--- src/rtl/img_matrix_rank_3_3.sv ---
// 3x3 rank filter (median / min / max) with a 3-stage pipeline and ce stall.
// Optional IMG_RANK_CENTER_BYPASS_EN: mode 11 forwards matrix_p22 instead of the median.
module img_matrix_rank_3_3 #(
  parameter int unsigned DATA_W = 8
) (
  input  logic              clk,
  input  logic              rst,
  input  logic              ce,
  input  logic              in_valid,
  input  logic [1:0]        mode,
  input  logic [DATA_W-1:0] matrix_p11,
  input  logic [DATA_W-1:0] matrix_p12,
  input  logic [DATA_W-1:0] matrix_p13,
  input  logic [DATA_W-1:0] matrix_p21,
  input  logic [DATA_W-1:0] matrix_p22,
  input  logic [DATA_W-1:0] matrix_p23,
  input  logic [DATA_W-1:0] matrix_p31,
  input  logic [DATA_W-1:0] matrix_p32,
  input  logic [DATA_W-1:0] matrix_p33,
  output logic              out_valid,
  output logic [DATA_W-1:0] out_data
);

  typedef logic [DATA_W-1:0] pix_t;

  typedef enum logic [1:0] {
    MODE_MEDIAN = 2'b00,
    MODE_MIN    = 2'b01,
    MODE_MAX    = 2'b10,
    MODE_CENTER = 2'b11
  } mode_e;

  function automatic pix_t max2(input pix_t a, input pix_t b);
    return (a > b) ? a : b;
  endfunction

  function automatic pix_t min2(input pix_t a, input pix_t b);
    return (a < b) ? a : b;
  endfunction

  function automatic pix_t med3(input pix_t a, input pix_t b, input pix_t c);
    return max2(min2(a, b), min2(max2(a, b), c));
  endfunction

  pix_t win [9];
  assign win[0] = matrix_p11;
  assign win[1] = matrix_p12;
  assign win[2] = matrix_p13;
  assign win[3] = matrix_p21;
  assign win[4] = matrix_p22;
  assign win[5] = matrix_p23;
  assign win[6] = matrix_p31;
  assign win[7] = matrix_p32;
  assign win[8] = matrix_p33;

  // Stage 1: per-row sort
  pix_t  row_max [3];
  pix_t  row_mid [3];
  pix_t  row_min [3];

  always_comb begin
    for (int unsigned r = 0; r < 3; r++) begin
      row_max[r] = max2(max2(win[3*r], win[3*r+1]), win[3*r+2]);
      row_min[r] = min2(min2(win[3*r], win[3*r+1]), win[3*r+2]);
      row_mid[r] = med3(win[3*r], win[3*r+1], win[3*r+2]);
    end
  end

  pix_t  s1_max [3];
  pix_t  s1_mid [3];
  pix_t  s1_min [3];
  mode_e s1_mode;
  logic  s1_valid;

  // Stage 2: candidates for median plus global extremes
  pix_t  s2_lo_max;
  pix_t  s2_med_mid;
  pix_t  s2_hi_min;
  pix_t  s2_gmax;
  pix_t  s2_gmin;
  mode_e s2_mode;
  logic  s2_valid;

`ifdef IMG_RANK_CENTER_BYPASS_EN
  pix_t  s1_ctr;
  pix_t  s2_ctr;
`endif

  pix_t  s3_med;
  pix_t  s3_sel;

  always_ff @(posedge clk) begin
    if (rst) begin
      s1_valid <= 1'b0;
    end else if (ce) begin
      s1_valid <= in_valid;
      s1_mode  <= mode_e'(mode);
      for (int unsigned r = 0; r < 3; r++) begin
        s1_max[r] <= row_max[r];
        s1_mid[r] <= row_mid[r];
        s1_min[r] <= row_min[r];
      end
`ifdef IMG_RANK_CENTER_BYPASS_EN
      s1_ctr   <= matrix_p22;
`endif
    end
  end

  always_ff @(posedge clk) begin
    if (rst) begin
      s2_valid <= 1'b0;
    end else if (ce) begin
      s2_valid   <= s1_valid;
      s2_mode    <= s1_mode;
      s2_lo_max  <= min2(min2(s1_max[0], s1_max[1]), s1_max[2]);
      s2_med_mid <= med3(s1_mid[0], s1_mid[1], s1_mid[2]);
      s2_hi_min  <= max2(max2(s1_min[0], s1_min[1]), s1_min[2]);
      s2_gmax    <= max2(max2(s1_max[0], s1_max[1]), s1_max[2]);
      s2_gmin    <= min2(min2(s1_min[0], s1_min[1]), s1_min[2]);
`ifdef IMG_RANK_CENTER_BYPASS_EN
      s2_ctr     <= s1_ctr;
`endif
    end
  end

  // Stage 3: final median and mode select
  always_comb begin
    s3_med = med3(s2_lo_max, s2_med_mid, s2_hi_min);
    s3_sel = s3_med;
    case (s2_mode)
      MODE_MIN:    s3_sel = s2_gmin;
      MODE_MAX:    s3_sel = s2_gmax;
`ifdef IMG_RANK_CENTER_BYPASS_EN
      MODE_CENTER: s3_sel = s2_ctr;
`else
      MODE_CENTER: s3_sel = s3_med;
`endif
      default:     s3_sel = s3_med;
    endcase
  end

  // out_data only moves on a valid slot so idle cycles keep the last result
  always_ff @(posedge clk) begin
    if (rst) begin
      out_valid <= 1'b0;
      out_data  <= '0;
    end else if (ce) begin
      out_valid <= s2_valid;
      if (s2_valid) begin
        out_data <= s3_sel;
      end
    end
  end

endmodule

--- config.mk ---
export PLATFORM = sky130hd
export DESIGN_NAME = img_matrix_rank_3_3
export DESIGN_NICKNAME = d
export VERILOG_FILES = /design/src/rtl/img_matrix_rank_3_3.sv
export SDC_FILE = /design/constraint.sdc
export NUM_CORES = 1
export LEC_CHECK = 0
export BUFFER_PORTS_ARGS = -buffer_cell sky130_fd_sc_hd__buf_2
export CAP_MARGIN = 20
export CORE_MARGIN = 2
export CORE_UTILIZATION = 25
export CTS_CLUSTER_SIZE = 14
export DETAILED_ROUTE_END_ITERATION = 8
export SKIP_CTS_REPAIR_TIMING = 1
export SLEW_MARGIN = 20
export SYNTH_ARGS = -nofsm -noshare
export SYNTH_HDL_FRONTEND = slang
export SYNTH_SLANG_ARGS = --single-unit
--- constraint.sdc ---
create_clock -name clk -period 7.67 [get_ports clk]
set_input_delay 2.301 -clock clk [delete_from_list [all_inputs] [get_ports clk]]
set_output_delay 2.301 -clock clk [all_outputs]
set_load 0.005 [all_outputs]
# Word level (Yosys, flattened, before mapping)
# Memories as Yosys holds them, arrays and structs flattened.
# Cells that the tools add are included.
[word_totals]
regBits = 55
ramBits = 72
out_inout_bits = 9
mem_count = 3
[classes]
n_lt_le_gt_ge = 34
eq_ne = 2
n_mux = 38
bitwise_logic = 1
reduce_logical = 2
[memory_table]
columns = ["memory", "depth", "word_bits", "rd", "rd_ports_with_merged_regs", "write_ports", "line_no", "rtl"]
rows = [
  ["s1_max", 3, 8, 3, 0, 3, "69", "pix_t s1_max [3];"],
  ["s1_mid", 3, 8, 3, 0, 3, "70", "pix_t s1_mid [3];"],
  ["s1_min", 3, 8, 3, 0, 3, "71", "pix_t s1_min [3];"],
]
[ops]
columns = ["operator", "n"]
rows = [
  ["$mux 8", 34],
  ["$gt 8x8->1", 17],
  ["$lt 8x8->1", 17],
  ["$pmux 8 s2", 1],
  ["$reduce_and 2->1", 2],
  ["$mux 1", 3],
  ["$eq 2x1->1 const B", 1],
  ["$eq 2x2->1 const B", 1],
  ["$not 1->1", 1],
]

# Longest topological paths before layout
# Gate-level depths: netlist of the first run.
[logic_depth]
word_depth = 7
depth_mapped = 27
ltp_nobuf = 24

# Worst setup path before layout of the first run
# No wires, ideal clock.
[synth_timing]
path_kind = "input port to flip-flop"
start = "in ce"
end = "mem s1_max[0][0] (netlist name) (enable)"
setup_ns = 0.604
arrival_ns = 7.644
required_time_ns = 7.066
path_slack_ns = -0.578
stages = 2
path_buffers = 1
cell_sequence = "clkbuf_1 nor2b_1"
[synth_lines]
columns = ["element", "line_no", "rtl"]
rows = [
  ["start: declaration", "8", "input logic ce,"],
  ["end: declaration", "69", ""],
]

==> summary.txt, run 1 <==
STA
  – Final Cycle Share: between 90 and 100%
  – Worst-margin pin slew: between 1 and 1.5 ns
  – # setup viols final: 0
  – Clock skew: a little over 0.009 ns
  – Fmax: 0.1431 GHz
  – Hold Fails Final Rpt: 0
  – Max transition margin: 31.17%
  – Unrepaired setup endpoints after global routing: no
  – Slew Limit Fails: 0
  – Minimum clock period: 6.987 ns
  – Worst Slack Setup Final: 0.6835 ns
  – Minimum hold slack: 0.4167 ns
  – Fin Setup TNS: 0 ns

Synth
  – Synth Area in Compound Gates: 16.58%
  – Yosys warnings: 0
  – Register area share after synthesis: 31.30%
  – Synth Flop Type: edfxtp_1
  – Async SR Flop Fraction: 0%
  – XOR/XNOR Fraction of Synth Area: 0%
  – Cells after synthesis: 1,185
  – Synth Area in Simple Gates: 9.474%
  – Multiplexer share of the synthesized area: 17.69%
  – Unique masters post-synth: 65
  – Post-synthesis area per instance: 9.985 um2
  – EDFF count, synth: 116
  – Net count after synthesis: 1,450
  – Largest family of logic cells by synthesized area: adder cells
  – Post-Synth Adder-Cell Area: about 20%
  – Cell area after technology mapping: 11,830 um2
  – Yosys reg bits: between 100 and 150

Global routing
  – Vias in the first global route: 9,484
  – Initial antenna violation count: 0
  – Total gr overflow: 0
  – First-pass GRT wire length: between 50,000 and 60,000 um
  – Largest net degree at the start of global routing: 72
  – Overall routing resource usage: 13.16%

Placed design
  – I/O Buffers: 86
  – RD Place Congestion: approximately 0.86
  – DP Wirelength: 26,530 um
  – Pre-CTS WS: 0.3069 ns

Finish
  – Leading cell types in the layout, fill and taps excluded: ha_1, mux2_2, inv_1
  – Share of cells above drive strength 1: 23.54%
  – Fill count: 4,870
  – Layout area overhead: 14.68%
  – Commonest non-fill, non-tap cell in the layout: ha_1
  – Final net count: 1,541
  – ANT cells: 0

Routing
  – Final WL: 31,940 um
  – Wire per inst: 16.86 um
  – Residual DRC count: 1
  – Remaining antenna violation count: 0
  – DR vias: 9,368
  – Via/cell ratio: 4.946
  – DRT iter0 DRCs: between 600 and 700
  – Initial DRT Pass Iterations: 7

CTS
  – Maximum root-to-sink buffer count: 2
  – Root Driver: clkbuf_16
  – H-tree level count: 4
  – Clock-pin slew on the worst setup and hold paths: 0.05 ns
  – Inserted Clock Buffers: 17
  – CTS tree: done
  – Clk_lat worst skew: 0.43 ns
  – # clock sinks: 127

Power
  – PD cells: approximately 270 nW/um2
  – Logic pwr share: between 50% and 60%
  – Sw Share: 39.32%
  – Lkg Pwr: 6.000 nW
  – Pint: around 0.0022 W
  – Sw Pwr: about 0.0014 W
  – VDD IR max: around 0.18 mV
  – Sequential fraction of design power: 27.8%
  – Clock group share of total power: 21.9%

Floorplanning
  – Core area: about 47,000 um2
  – Die area: 49,090 um2
  – Die W: 221.6 um
  – Initial Util: between 20 and 30%
  – IO Pins: 87
  – Rows: 79
  – Die Height: roughly 220 um

Hold path
  – Hold_sp: s1_mode[1]$_DFFE_PP_
  – Hold crit path type: reg2reg
  – Hold Path Depth: 0
  – Hold EP: s2_mode[1]$_DFFE_PP_

Setup path
  – Worst r2r path cells: 21
  – Crit Path Category: in2reg
  – Arrival time at the worst endpoint: between 7 and 8 ns
  – Critical Path RT: ~7.8 ns
  – Slowest cell on crit path: o31a_1
  – CP Buf/Inv Count: 3
  – CP peak stage delay: between 0.4 and 0.5 ns
  – CP delay by family, top: compound AO/OA/AOI/OAI gates
  – Reg2reg setup slack: approximately 1.9 ns
  – Worst path cell trace: buf_2, inv_1, ha_1, a21o_1, a21oi_1, o31a_1, o21ai_0, nand2_1, ha_1, nor2b_1, o21a_1, o21a_1, o21bai_1, a21oi_1, a31oi_1, inv_1, ha_1, nor2b_1, o21a_1, o21a_1, o21a_1, o21bai_1, a22o_1, mux2_2
  – R2r startpoint: s2_med_mid[1]$_DFFE_PP_
  – Reg-to-Reg End: out_data[0]$_SDFFE_PP0P_
  – Worst Setup End Kind: flip-flop
  – CP max FO: 11
  – Most frequent cell on the critical path: o21a_1
  – CP Launch Type: primary input

Run status
  – Outcome: finished, violations left
  – Failing checks: design-rule violations

Run
  – Max-cap viol count: 0
==> state kept, by name (all words and copies together), names as in the netlist <==
| register | flops |
|---|---|
| s2_mode | 2 |
| s1_max | 24 |
| s2_hi_min | 8 |
| s2_valid | 1 |
| s1_min | 24 |
| s2_lo_max | 8 |
| s2_med_mid | 8 |
| out_data | 8 |
| s1_mode | 2 |
| s2_gmin | 8 |
| s1_valid | 1 |
| s2_gmax | 8 |
| s1_mid | 24 |
| out_valid | 1 |
==> cells by family (layout without fill, tap and decap cells) <==
logic type,count (synthesis),after routing
AO/OA/AOI/OAI,296,296
AND/OR/NAND/NOR,228,228
multiplexers,189,189
adder cells (fa/ha/maj),187,187
buffers and inverters,158,260
flip-flops,127,127
==> cell type report <==
| class | instances | area, um2 | share of cell area, % |
|---|---|---|---|
| multi-input cells | 900 | 7523 | 55.44 |
| flip-flops and latches | 127 | 3704 | 27.29 |
| well taps | 607 | 759.5 | 5.597 |
| repair buffers | 98 | 518.0 | 3.817 |
| inverters | 132 | 495.5 | 3.651 |
| clock buffers | 17 | 425.4 | 3.135 |
| clock inverters | 13 | 143.9 | 1.060 |
==> stage by stage <==
step / utilization [%] / instances / cell area, um2 / total power (W)
3_3_place_gp: 27.85 / 1863 / 13000 / 0.002757
3_5_place_dp: 27.85 / 1863 / 13000 / 0.002812
2_1_floorplan: - / 1185 / 11840 / 0.002346
6_report: 29.08 / 1894 / 13570 / 0.003611
4_1_cts: 29.07 / 1893 / 13560 / 0.003613
5_1_grt: 29.08 / 1894 / 13570 / 0.003891
==> power groups by stage <==
stage               registers, W  clock network, W  logic (W)
global placement         0.00102                 0    0.00174
detailed placement       0.00102                 0    0.00179
global route             0.00101          0.000835    0.00204
finish                   0.00100          0.000791    0.00182
floorplan               0.000970                 0    0.00138
CTS                      0.00100          0.000803    0.00181
==> worst max-delay path by stage <==
stage                  startpoint                       to  slack, ns  cells after the start
floorplan           matrix_p22[3]  s1_mid[0][10]$_DFFE_PP_       0.62                     27
global placement    matrix_p22[3]  s1_mid[0][10]$_DFFE_PP_       0.38                     25
detailed placement  matrix_p22[6]   s1_mid[0][9]$_DFFE_PP_       0.31                     24
CTS                 matrix_p22[6]   s1_mid[0][9]$_DFFE_PP_       0.74                     24
global route        matrix_p12[1]   s1_mid[0][4]$_DFFE_PP_       0.29                     21
finish              matrix_p22[6]   s1_mid[0][9]$_DFFE_PP_       0.68                     24
==> Yosys cell counts (all sizes together) (5+ instances only) <==
cell     count  area share (%)
a21o        32             2.0
a21oi       82             3.7
a22o         8            0.59
a22oi       11            0.70
a2bb2oi      8            0.59
a31oi       11            0.81
and2         9            0.49
buf         14            0.61
clkbuf      12            0.38
dfxtp       11             1.9
edfxtp     116              29
ha         187              20
inv        132             4.2
mux2       145              14
mux2i       44             3.8
nand2       53             1.7
nand2b       8            0.42
nand3       41             1.7
nand4       27             1.4
nor2        54             1.8
nor2b       17            0.90
nor3         9            0.38
o211ai       5            0.32
o21a        17             1.1
o21ai       77             3.3
o21bai      10            0.63
o221a        7            0.67
o22ai        5            0.32
==> metal layers <==
metal  GRT usage, %  share of wire [%]
met2          23.66                 50
met3          2.041                3.5
met1          16.21                 45
met5              0                  0
met4          3.836                1.9
Power figures use the tool's default switching activity.
==> inputs of run 2 (changes only) <==
- CELL_PAD_IN_SITES_DETAIL_PLACEMENT: default -> 0
- CELL_PAD_IN_SITES_GLOBAL_PLACEMENT: default -> 2
- PLACE_DENSITY_LB_ADDON: default -> 0.1
==> run 2 against run 1 <==
Effect of this change:
- the run now ends clean
- die area did not move
- maximum frequency down 0.36%
- critical path depth shrank 1
==> summary.txt, run 2 (synthesis results as in run 1) <==
Routing
  – DR vias: approximately 9,000
  – Remaining antenna violation count: 0
  – Wire per inst: 19.64 um
  – Initial DRT Pass Iterations: 5
  – Residual DRC count: 0
  – DRT iter0 DRCs: 551
  – Via/cell ratio: 4.734
  – Final WL: between 30,000 and 40,000 um

Finish
  – Post-route cell area: ~14,000 um2
  – Final net count: 1,548
  – ANT cells: 0
  – Leading cell types in the layout, fill and taps excluded: ha_1, mux2_2, inv_1
  – Biggest regs: s1_max (24), s1_mid (24), s1_min (24)
  – Share of cells above drive strength 1: 24.00%
  – Layout area overhead: 15.14%
  – Commonest non-fill, non-tap cell in the layout: ha_1

Setup path
  – Reg2reg setup slack: roughly 1.9 ns
  – Crit Path Category: in2reg
  – CP max FO: 8
  – CP Launch Type: primary input
  – Worst Setup End Kind: flip-flop
  – Critical Path RT: about 7.9 ns
  – Slowest cell on crit path: nor3_1
  – CP peak stage delay: 0.72 ns
  – Worst path cell trace: buf_2, inv_1, ha_1, nand3_1, nor3_1, o21ai_0, nand2_1, ha_1, nor2b_1, o21a_1, o21a_1, o21bai_1, a21oi_1, a31oi_1, inv_1, ha_1, nor2b_1, o21a_1, o21a_1, o21a_1, o21bai_1, a22o_1, mux2_2
  – Most frequent cell on the critical path: o21a_1
  – Arrival time at the worst endpoint: 7.19 ns
  – CP delay by family, top: compound AO/OA/AOI/OAI gates
  – CP Buf/Inv Count: 3

CTS
  – # clock sinks: 127
  – Root Driver: clkbuf_16
  – Clk_lat worst skew: 0.44 ns
  – Maximum root-to-sink buffer count: 2
  – Inserted Clock Buffers: 17
  – H-tree level count: 4
  – Clock-pin slew on the worst setup and hold paths: 0.06 ns
  – CTS tree: done

STA
  – Fmax: 0.1426 GHz
  – Fin Setup TNS: 0 ns
  – Worst-margin pin slew: around 0.93 ns
  – Slew Limit Fails: 0
  – Minimum clock period: about 7 ns
  – Unrepaired setup endpoints after global routing: no
  – # setup viols final: 0
  – Max transition margin: 37.99%
  – Final Cycle Share: 91.42%
  – Hold Fails Final Rpt: 0
  – Clock skew: between 0.01 and 0.015 ns

Power
  – Lkg Pwr: 6.043 nW
  – VDD IR max: 0.1786 mV
  – PD cells: 270.0 nW/um2

Floorplanning
  – Initial Util: 25.36%
  – Core area: 46,650 um2
  – Die area: 49,090 um2
  – IO Pins: 87
  – Rows: 79
  – Die W: 221.6 um
  – Die Height: 221.6 um

Hold path
  – Hold crit path type: reg2reg

Global routing
  – Initial antenna violation count: 3
  – Vias in the first global route: 9,236
  – Overall routing resource usage: 15.33%
  – First-pass GRT wire length: 56,790 um
  – Total gr overflow: 0
  – Largest net degree at the start of global routing: 60

Placed design
  – RD Place Congestion: 0.8289
  – DP Wirelength: 31,260 um
  – I/O Buffers: 86
  – Placed cell areas: 13,040 um2

Run
  – Max-cap viol count: 0

Run status
  – Outcome: finished clean
[run 2: cell types whose count changed in the layout (fill, tap and decap cells not counted)]
cell and change:
clkinv_2 +3, clkinv_4 -1, clkinvlp_4 -1, buf_4 +7
clkinv_1 +1, o21ai_1 +1, o21ai_0 -1
[run 2: final cells by class]
cell class              instances  area (um2)
inverters                     132       495.5
fillers                      5013       33030
flip-flops and latches        127        3704
clock inverters                15       146.4
multi-input cells             900        7523
clock buffers                  17       425.4
well taps                     607       759.5
repair buffers                105       570.5
[run 2: where the power goes]
part | switching, W | internal (W)
logic | 0.00106 | 0.000803
registers | 0.000100 | 0.000920
clock network | 0.000318 | 0.000475
[run 2: stage by stage]
stage | hold slack, ns | utilization (%) | setup WS (ns) | instances | power, W
after CTS | 0.4179 | 29.18 | 0.6577 | 1901 | 0.003723
final | 0.4168 | 29.20 | 0.6582 | 1903 | 0.003679
after floorplan | 0.4003 | - | 0.6235 | 1185 | 0.002346
after global routing | 0.4377 | 29.20 | 0.3054 | 1903 | 0.003988
after global placement | 0.4048 | 27.95 | 0.1577 | 1869 | 0.002924
after detailed placement | 0.4045 | 27.95 | 0.2149 | 1869 | 0.002903
[run 2: worst register-to-register path, stage by stage (launching register included)]
cell and delay (ns):
edfxtp_1 0.50, ha_1 0.37, a21o_1 0.18, a21oi_1 0.71, a21oi_2 0.28, mux2_2 0.39, ha_1 0.30, a211oi_1 0.24
nor2_1 0.08, nor3_1 0.22, and3_4 0.25, a21oi_4 0.12, mux2i_1 0.18, ha_1 0.32, nor2b_1 0.11, o21ai_0 0.08
a21oi_1 0.15, o21bai_1 0.08, a22oi_1 0.55, clkbuf_2 0.30, o21ai_1 0.12
[run 2: layer usage]
layer | vias to the layer above | routed length, um | share of wire, % | GRT usage (%)
met5 | - | 0 | 0 | 0
met4 | 0 | 524 | 1.4 | 3.705
met3 | 19 | 812 | 2.2 | 1.789
met2 | 100 | 17840 | 48 | 25.96
met1 | 4251 | 18190 | 49 | 20.81
li1 | 4639 | - | - | -
[run 2: worst paths after layout]
check,start,cells past startpoint,endpoint
max,matrix_p22[7],23,s1_mid[0][15]$_DFFE_PP_
min,s1_mode[1]$_DFFE_PP_,0,s2_mode[1]$_DFFE_PP_
max reg2reg,s1_mid[0][6]$_DFFE_PP_,20,s2_med_mid[4]$_DFFE_PP_
min reg2reg,s1_mode[1]$_DFFE_PP_,0,s2_mode[1]$_DFFE_PP_
